--- config.mk ---
export PLATFORM = sky130hd
export DESIGN_NAME = packet_word_packer
export DESIGN_NICKNAME = d
export VERILOG_FILES = /design/src/rtl/packet_word_packer.sv
export SDC_FILE = /design/constraint.sdc
export NUM_CORES = 1
export LEC_CHECK = 0
export ABC_AREA = 1
export BUFFER_PORTS_ARGS = -buffer_cell sky130_fd_sc_hd__buf_2
export CAP_MARGIN = 20
export CORE_AREA = 2 2 117 119
export CTS_CLUSTER_SIZE = 10
export DETAILED_ROUTE_END_ITERATION = 7
export DIE_AREA = 0 0 119 121
export PLACE_DENSITY = 0.93
export SETUP_SLACK_MARGIN = 0.02
export SLEW_MARGIN = 20
export SYNTH_ARGS = -nofsm -noshare
export SYNTH_HDL_FRONTEND = slang
export SYNTH_SLANG_ARGS = --single-unit
--- constraint.sdc ---
create_clock -name clk -period 2.65 [get_ports clk]
set_input_delay 0.1325 -clock clk [delete_from_list [all_inputs] [get_ports clk]]
set_output_delay 0.1325 -clock clk [all_outputs]
set_load 0.1 [all_outputs]
--- src/rtl/packet_word_packer.sv ---
// Byte-to-word packet packer: byte stream (valid/ready/last) in, MSB-first DATA_W words with sop/eop/byte enables out.
// Optional PACKET_LEN_CHECK_EN adds a per-packet length limit (MAX_PKT_BYTES) and the err_oversize output.
module packet_word_packer #(
  parameter int DATA_W        = 64,
  parameter int MAX_PKT_BYTES = 9216
) (
  input  logic                clk,
  input  logic                rst_n,
  input  logic                in_valid,
  output logic                in_ready,
  input  logic [7:0]          in_data,
  input  logic                in_last,
  output logic                out_valid,
  input  logic                out_ready,
  output logic [DATA_W-1:0]   out_data,
  output logic [DATA_W/8-1:0] out_byte_enable,
  output logic                out_sop,
  output logic                out_eop
`ifdef PACKET_LEN_CHECK_EN
  ,
  output logic                err_oversize
`endif
);

  localparam int BYTES = DATA_W / 8;
  localparam int IDX_W = (BYTES > 1) ? $clog2(BYTES) : 1;

  if ((DATA_W % 8) != 0 || DATA_W < 16 || MAX_PKT_BYTES < 1) begin : g_param_err
    $error("packet_word_packer: invalid DATA_W or MAX_PKT_BYTES");
  end

  // Accumulator: builds the current word, and holds a finished one while out is stalled.
  logic              r_init;
  logic [IDX_W-1:0]  r_idx;
  logic [DATA_W-1:0] r_acc_data;
  logic [BYTES-1:0]  r_acc_be;
  logic              r_acc_full;
  logic              r_acc_sop;
  logic              r_acc_eop;
  logic              r_sop_pending;

  logic              r_out_valid;
  logic [DATA_W-1:0] r_out_data;
  logic [BYTES-1:0]  r_out_be;
  logic              r_out_sop;
  logic              r_out_eop;

  logic              w_fire;
  logic              w_write;
  logic              w_last_eff;
  logic              w_complete;
  logic              w_out_free;
  logic              w_load_from_acc;
  logic              w_load_direct;
  logic              w_hold_acc;
  logic              w_clear_out;
  logic              w_force_last;
  logic              w_dropping;
  logic [DATA_W-1:0] w_merge_data;
  logic [BYTES-1:0]  w_merge_be;

  assign in_ready        = r_init && !r_acc_full;
  assign out_valid       = r_out_valid;
  assign out_data        = r_out_data;
  assign out_byte_enable = r_out_be;
  assign out_sop         = r_out_sop;
  assign out_eop         = r_out_eop;

  assign w_fire          = in_valid && in_ready;
  assign w_write         = w_fire && !w_dropping;
  assign w_last_eff      = in_last || w_force_last;
  assign w_complete      = w_write && ((r_idx == IDX_W'(BYTES - 1)) || w_last_eff);
  assign w_out_free      = !r_out_valid || out_ready;
  // acc_full blocks in_ready, so a held word and a completing byte never coincide.
  assign w_load_from_acc = r_acc_full && w_out_free;
  assign w_load_direct   = w_complete && w_out_free;
  assign w_hold_acc      = w_complete && !w_out_free;
  assign w_clear_out     = w_out_free && !w_load_from_acc && !w_load_direct;

  // NOTE: every always_comb output gets a default first, so no path can infer a latch.
  always_comb begin
    w_merge_data = r_acc_data;
    w_merge_be   = r_acc_be;
    for (int k = 0; k < BYTES; k++) begin
      if (r_idx == IDX_W'(k)) begin
        w_merge_data[(BYTES-1-k)*8 +: 8] = in_data;
        w_merge_be[BYTES-1-k]            = 1'b1;
      end
    end
  end

  // NOTE: sequential state uses non-blocking assignments only; the datapath registers are
  // small, so they are reset too, which keeps out_* at zero and discards partial words on reset.
  always_ff @(posedge clk or negedge rst_n) begin
    if (!rst_n) begin
      r_init        <= 1'b0;
      r_idx         <= '0;
      r_acc_data    <= '0;
      r_acc_be      <= '0;
      r_acc_full    <= 1'b0;
      r_acc_sop     <= 1'b0;
      r_acc_eop     <= 1'b0;
      r_sop_pending <= 1'b1;
      r_out_valid   <= 1'b0;
      r_out_data    <= '0;
      r_out_be      <= '0;
      r_out_sop     <= 1'b0;
      r_out_eop     <= 1'b0;
    end else begin
      r_init <= 1'b1;

      if (w_load_from_acc) begin
        r_out_valid <= 1'b1;
        r_out_data  <= r_acc_data;
        r_out_be    <= r_acc_be;
        r_out_sop   <= r_acc_sop;
        r_out_eop   <= r_acc_eop;
        r_acc_data  <= '0;
        r_acc_be    <= '0;
        r_acc_full  <= 1'b0;
        r_acc_sop   <= 1'b0;
        r_acc_eop   <= 1'b0;
      end else if (w_load_direct) begin
        r_out_valid <= 1'b1;
        r_out_data  <= w_merge_data;
        r_out_be    <= w_merge_be;
        r_out_sop   <= r_sop_pending;
        r_out_eop   <= w_last_eff;
        r_acc_data  <= '0;
        r_acc_be    <= '0;
      end else begin
        if (w_clear_out) begin
          r_out_valid <= 1'b0;
          r_out_data  <= '0;
          r_out_be    <= '0;
          r_out_sop   <= 1'b0;
          r_out_eop   <= 1'b0;
        end
        if (w_hold_acc) begin
          r_acc_data <= w_merge_data;
          r_acc_be   <= w_merge_be;
          r_acc_full <= 1'b1;
          r_acc_sop  <= r_sop_pending;
          r_acc_eop  <= w_last_eff;
        end else if (w_write) begin
          r_acc_data <= w_merge_data;
          r_acc_be   <= w_merge_be;
        end
      end

      if (w_write) begin
        r_idx <= w_complete ? '0 : r_idx + IDX_W'(1);
      end
      if (w_complete) begin
        r_sop_pending <= w_last_eff;
      end
    end
  end

`ifdef PACKET_LEN_CHECK_EN
  localparam int CNT_W = $clog2(MAX_PKT_BYTES + 1);

  logic [CNT_W-1:0] r_cnt;
  logic             r_drop;
  logic             r_acc_err;
  logic             r_out_err;

  assign w_dropping   = r_drop;
  assign w_force_last = w_fire && !r_drop && !in_last
                        && (r_cnt == CNT_W'(MAX_PKT_BYTES - 1));
  assign err_oversize = r_out_err;

  // After a truncated word, bytes up to and including in_last are accepted and discarded.
  always_ff @(posedge clk or negedge rst_n) begin
    if (!rst_n) begin
      r_cnt     <= '0;
      r_drop    <= 1'b0;
      r_acc_err <= 1'b0;
      r_out_err <= 1'b0;
    end else begin
      if (w_fire) begin
        if (r_drop) begin
          if (in_last) r_drop <= 1'b0;
        end else if (w_last_eff) begin
          r_cnt  <= '0;
          r_drop <= w_force_last;
        end else begin
          r_cnt <= r_cnt + CNT_W'(1);
        end
      end

      if (w_load_from_acc) begin
        r_out_err <= r_acc_err;
        r_acc_err <= 1'b0;
      end else if (w_load_direct) begin
        r_out_err <= w_force_last;
      end else begin
        if (w_clear_out) r_out_err <= 1'b0;
        if (w_hold_acc)  r_acc_err <= w_force_last;
      end
    end
  end
`else
  assign w_dropping   = 1'b0;
  assign w_force_last = 1'b0;
`endif

endmodule

# Word-level counts from Yosys, hierarchy flattened
# Index checks and enable logic that the tools add are counted.
[op_classes]
addsub = 1
eq_ne = 8
mux = 47
n_reduce_logical = 20
[ops]
columns = ["operator", "n"]
rows = [
  ["two-way mux 64 bit", 7],
  ["two-way mux 8 bit", 15],
  ["two-way mux 1 bit", 24],
  ["== test 3 bit, second input constant", 4],
  ["logical AND 1 bit", 8],
  ["== test 3 x 2 -> 1 bit, second input constant", 2],
  ["logical NOT 1 bit", 5],
  ["nonzero test 4 bit", 1],
  ["adder 3 x 1 -> 3 bit, second input constant", 1],
  ["== test 3 x 1 -> 1 bit, second input constant", 1],
  ["logical NOT 3 bit", 1],
  ["two-way mux 3 bit", 1],
  ["nonzero test 3 bit", 1],
  ["logical OR 1 bit", 2],
  ["inequality test 2 bit, second input constant", 1],
  ["AND reduction 2 bit", 1],
  ["nonzero test 2 bit", 1],
]
[totals]
regBits = 155
inputBits = 13
wordCells = 89

# Logic depth before layout (Yosys ltp)
[logic_depth]
depth_word = 10
mapped_depth = 9

# Worst setup path before layout
# OpenSTA, ideal clock, no wires.
[synth_path]
kind = "reg-to-reg"
from = "reg r_out_valid, in the netlist out_valid"
to = "reg r_acc_data[32]"
setup_time_ns = 0.065
arrival_ns = 1.922
setup_slack_ns = 0.663
stages_incl_launch_ff = 9
n_path_buf = 2
synth_period_minus_slack_ns = 1.987
cell_sequence = "dfrtp_1 nand2_1 nand2_2 inv_2 buf_2 buf_2 nor2_1 nand3_1 nand2_1"
[synth_via]
elab_chain_cells = 7
[synth_rtl]
columns = ["element", "line", "text"]
rows = [
  ["start, declared", "42", "logic r_out_valid;"],
  ["start signal, assigned", "104", "r_out_valid <= 1'b0;"],
  ["start signal, assigned", "113", "r_out_valid <= 1'b1;"],
  ["start signal, assigned", "124", "r_out_valid <= 1'b1;"],
  ["logical NOT 1 bit *", "73", "assign w_out_free = !r_out_valid || out_ready;"],
  ["logical OR 1 bit *", "73", ""],
  ["logical NOT 1 bit", "77", "assign w_hold_acc = w_complete && !w_out_free;"],
  ["logical AND 1 bit", "77", ""],
  ["two-way mux 64 bit", "139", "if (w_hold_acc) begin"],
  ["two-way mux 64 bit", "123", "end else if (w_load_direct) begin"],
  ["two-way mux 64 bit", "112", "if (w_load_from_acc) begin"],
  ["end signal, assigned", "140", "r_acc_data <= w_merge_data;"],
  ["end signal, assigned", "146", "r_acc_data <= w_merge_data;"],
  ["end, declared", "35", "logic [DATA_W-1:0] r_acc_data;"],
]
# Mark *: on every way between the ends. The rest lies on a longest branch, timed or not.
# A chain may end at the register's enable or synchronous reset.

# Worst setup path after layout
[layout_path]
from = "reg r_idx[0]"
to = "reg r_acc_data[40]"
[layout_via]
elab_chain_cells = 7
[layout_rtl]
columns = ["element", "line", "text"]
rows = [
  ["start, declared", "34", "logic [IDX_W-1:0] r_idx;"],
  ["start signal, assigned", "152", "r_idx <= w_complete ? '0 : r_idx + IDX_W'(1);"],
  ["== test 3 bit", "72", "assign w_complete = w_write && ((r_idx == IDX_W'(BYTES - 1)) || w_last_eff);"],
  ["logical OR 1 bit", "72", ""],
  ["logical AND 1 bit", "72", ""],
  ["logical AND 1 bit", "77", ""],
  ["two-way mux 64 bit", "139", ""],
  ["two-way mux 64 bit", "123", ""],
  ["two-way mux 64 bit", "112", ""],
]
# Parallel ways exist; a longest one is shown, timed or not. The select of a mux whose other input is x is not followed.

==> qor.yml <==
timing:
  setup_tns_ns: 0
  max-slew-margin-rel_pct: 45.1
  min_period_over_period_pct: 86.9
  setup_viol: 0
  finalHoldViolations: 0
  period_needed_ns: 2.30
  rsz0062_at_grt: "no"
  fmax_mhz: 434
  finalMaxSlewViolations: 0
  layout_setup_ws_ns: 0.347
  tightest_slew_ns: 0.823
  fin_worst_skew_ns: 0.0101
place:
  io_buffers: 88
  dp.cells: 1384
  routabilityCongestion: 0.886
  hpwl_um: 12600
  dp_slack_ns: 0.462
power_and_ir_drop:
  peakVddDrop_mv: 0.776
  power.total_uw: 13000
  power.density_mw_per_mm2: 1400
  power_leakage_uw: 0.00558
yosys:
  synthDistinctLibCells: 24
  synth_seq_cells: 155
  ys_warn_count: 0
  netlist_area_mm2: 0.00818
  synth_nets: 1186
  yosysSeqAreaShare_pct: 47.4
  avgSynthCellArea_um2: 7.01
  synthCells: 1167
die:
  die_area_mm2: 0.0144
  row_count: 42
  start_util_pct: 62.5
  dieHeight_um: 121
  ios: 89
  core-area_mm2: 0.0131
  die_w_um: 119
global_route:
  grt_antenna_before_repair: 0
  grt_pass1_wl_um: 35100
  grt_usage_pct: 30.6
  grt_max_degree: 77
  grt_overflow: 0
  grt_pass1_vias: 7202
worst_setup_path:
  crit_path_frequent_cell: "nand2_1"
  crit_path_start_kind: "flip-flop"
  crit_required_ns: 3.01
  cp-end-kind: "flip-flop"
  path_class: "reg -> reg"
  cpMaxStageDelayCell: "ha_1"
  critPathArrivalTime_ns: 2.66
  cp_max_fo: 18
  crit_chain: "inv_1 -> ha_1 -> nand2_1 -> nand2_1 -> nand2_1 -> nor2_1 -> nand3_1 -> nand2_1"
  slowest_delay_ns: 0.69
  worstRegToRegCells: 8
drt:
  drt_iter0_drc: 1017
  detail-route-antenna-nets: 0
  drt_pre_antenna_iters: 6
  detail_route.wl_per_cell_um: 15.2
  wl_um: 21600
  vias: 7819
  vias_per_cell: 5.51
  drc: 0
cts:
  cts-root-buf: "clkbuf_16"
  clk_pin_slew_worst_paths_ns: 0.06
  cts_tree: "built"
  numCtsBuffers: 17
  cts_buffer_depth: 2
  cts.sinks: 155
  clk_latency_ns: 0.43
  htree_levels: 4
run:
  max_cap_viol_count: 0
finish:
  syn2layout_area_growth_pct: 13.4
  finish.utilization_pct: 70.9
  nNetsFinal: 1248
  drive_gt1_share_pct: 12.7
  instances_no_fill: 1418
  diodes: 0
worst_hold_path:
  hold_path.class: "in -> reg"
  holdPathStages: 3
run_status:
  status: "completed"
## where the power goes
part           switching, uW  internal, uW  total [uW]
Clock                   1010          1410        2420
Combinational           5510          1440        6950
Sequential               532          3120        3650
Total                   7050          5970       13000
## logic make-up (layout without fill, tap and decap cells)
| kind of cell | count (synthesis) | after routing | share of synthesized area, % |
|---|---|---|---|
| buffers and inverters | 200 | 275 | 10.7 |
| AO/OA/AOI/OAI | 19 | 19 | 1.16 |
| adder cells (fa/ha/maj) | 6 | 6 | 0.917 |
| other | 1 | 1 | 0.0458 |
| flip-flops | 155 | 155 | 47.4 |
| AND/OR/NAND/NOR | 786 | 786 | 39.8 |
## cell usage in the layout (no fill, tap or decap), drive strengths merged
cell type	instances
bufinv	2
nand3	191
o21ai	5
clkinvlp	3
a21oi	14
dfstp	1
inv	134
conb	1
dlygate4sd3	2
clkbuf	18
clkinv	11
nor2	78
nor3	1
or2	8
buf	105
dfrtp	154
nand2	508
ha	6
## worst max-delay path, delay by kind of cell, from the launching register on
kind / cells / cell delay (ns)
adders and majority gates: 1 / 0.69
and+or+nand+nor: 6 / 1.01
buffers and inverters: 1 / 0.14
DFF: 1 / 0.41
## timing repair
item	4_1_cts	5_1_grt
buffers inserted	0	0
gates resized for setup	0	0
hold endpoints to repair	59	0
setup endpoints to repair	0	0
hold buffers	2	0
## final timing paths
kind	to	startpoint	slack (ns)
max in group asynchronous	r_sop_pending	rst_n	1.58
worst min register to register	out_data[39]	out_data[39]	0.49
worst min-delay path	r_idx[2]	in_valid	0.13
worst max register to register	r_acc_data[40]	r_idx[0]	0.35
min in group asynchronous	r_acc_data[52]	rst_n	0.25
worst max-delay path	r_acc_data[40]	r_idx[0]	0.35
## Yosys cell counts
master / instances / share of area [%]
nand2_1: 504 / 23
nand3_1: 190 / 12
dfrtp_1: 154 / 47
inv_1: 132 / 6.1
nor2_1: 75 / 3.4
buf_2: 36 / 2.2
a21oi_1: 14 / 0.86
clkbuf_1: 11 / 0.50
buf_6: 8 / 1.1
or2_2: 8 / 0.61
ha_1: 6 / 0.92
buf_1: 5 / 0.23
o21ai_0: 5 / 0.31
buf_4: 4 / 0.37
nand2_2: 4 / 0.31
inv_2: 2 / 0.092
nor2_2: 2 / 0.15
clkinv_1: 1 / 0.046
clkinv_2: 1 / 0.061
conb_1: 1 / 0.046
dfstp_2: 1 / 0.32
nand3_4: 1 / 0.21
nor2_4: 1 / 0.14
nor3_4: 1 / 0.20
## flip-flops by register name, summed over array words and instances (netlist names)
| signal | flops |
|---|---|
| r_idx | 3 |
| out_data | 64 |
| out_eop | 1 |
| r_sop_pending | 1 |
| out_sop | 1 |
| r_init | 1 |
| r_acc_be | 8 |
| r_acc_sop | 1 |
| out_byte_enable | 8 |
| r_acc_full | 1 |
| r_acc_data | 64 |
| r_acc_eop | 1 |
| out_valid | 1 |
## metrics by stage
step | area, um^2 | hold slack (ns)
5_1_grt | 9280 | 0.140
4_1_cts | 9280 | 0.121
2_1_floorplan | 8180 | -0.163
3_5_place_dp | 8670 | 0.149
6_report | 9280 | 0.135
3_3_place_gp | 8670 | 0.149
## per-layer routing
metal | share of wire, % | track usage (%) | vias up
met2 | 47 | 48.5 | 447
li1 | - | - | 3685
met4 | 3.9 | 14.7 | 0
met1 | 40 | 40.1 | 3610
met3 | 9.2 | 6.63 | 77
met5 | 0 | 0 | -
## cell type report
| cell class | instances | area [um^2] |
|---|---|---|
| Clock inverter | 14 | 146 |
| Sequential cell | 155 | 3880 |
| Timing Repair Buffer | 107 | 644 |
| Multi-Input combinational cell | 812 | 3440 |
| Fill cell | 966 | 3810 |
| Tap cell | 176 | 220 |
| Inverter | 136 | 513 |
| Clock buffer | 18 | 439 |
Note: power is estimated with default switching activity, not from simulation.
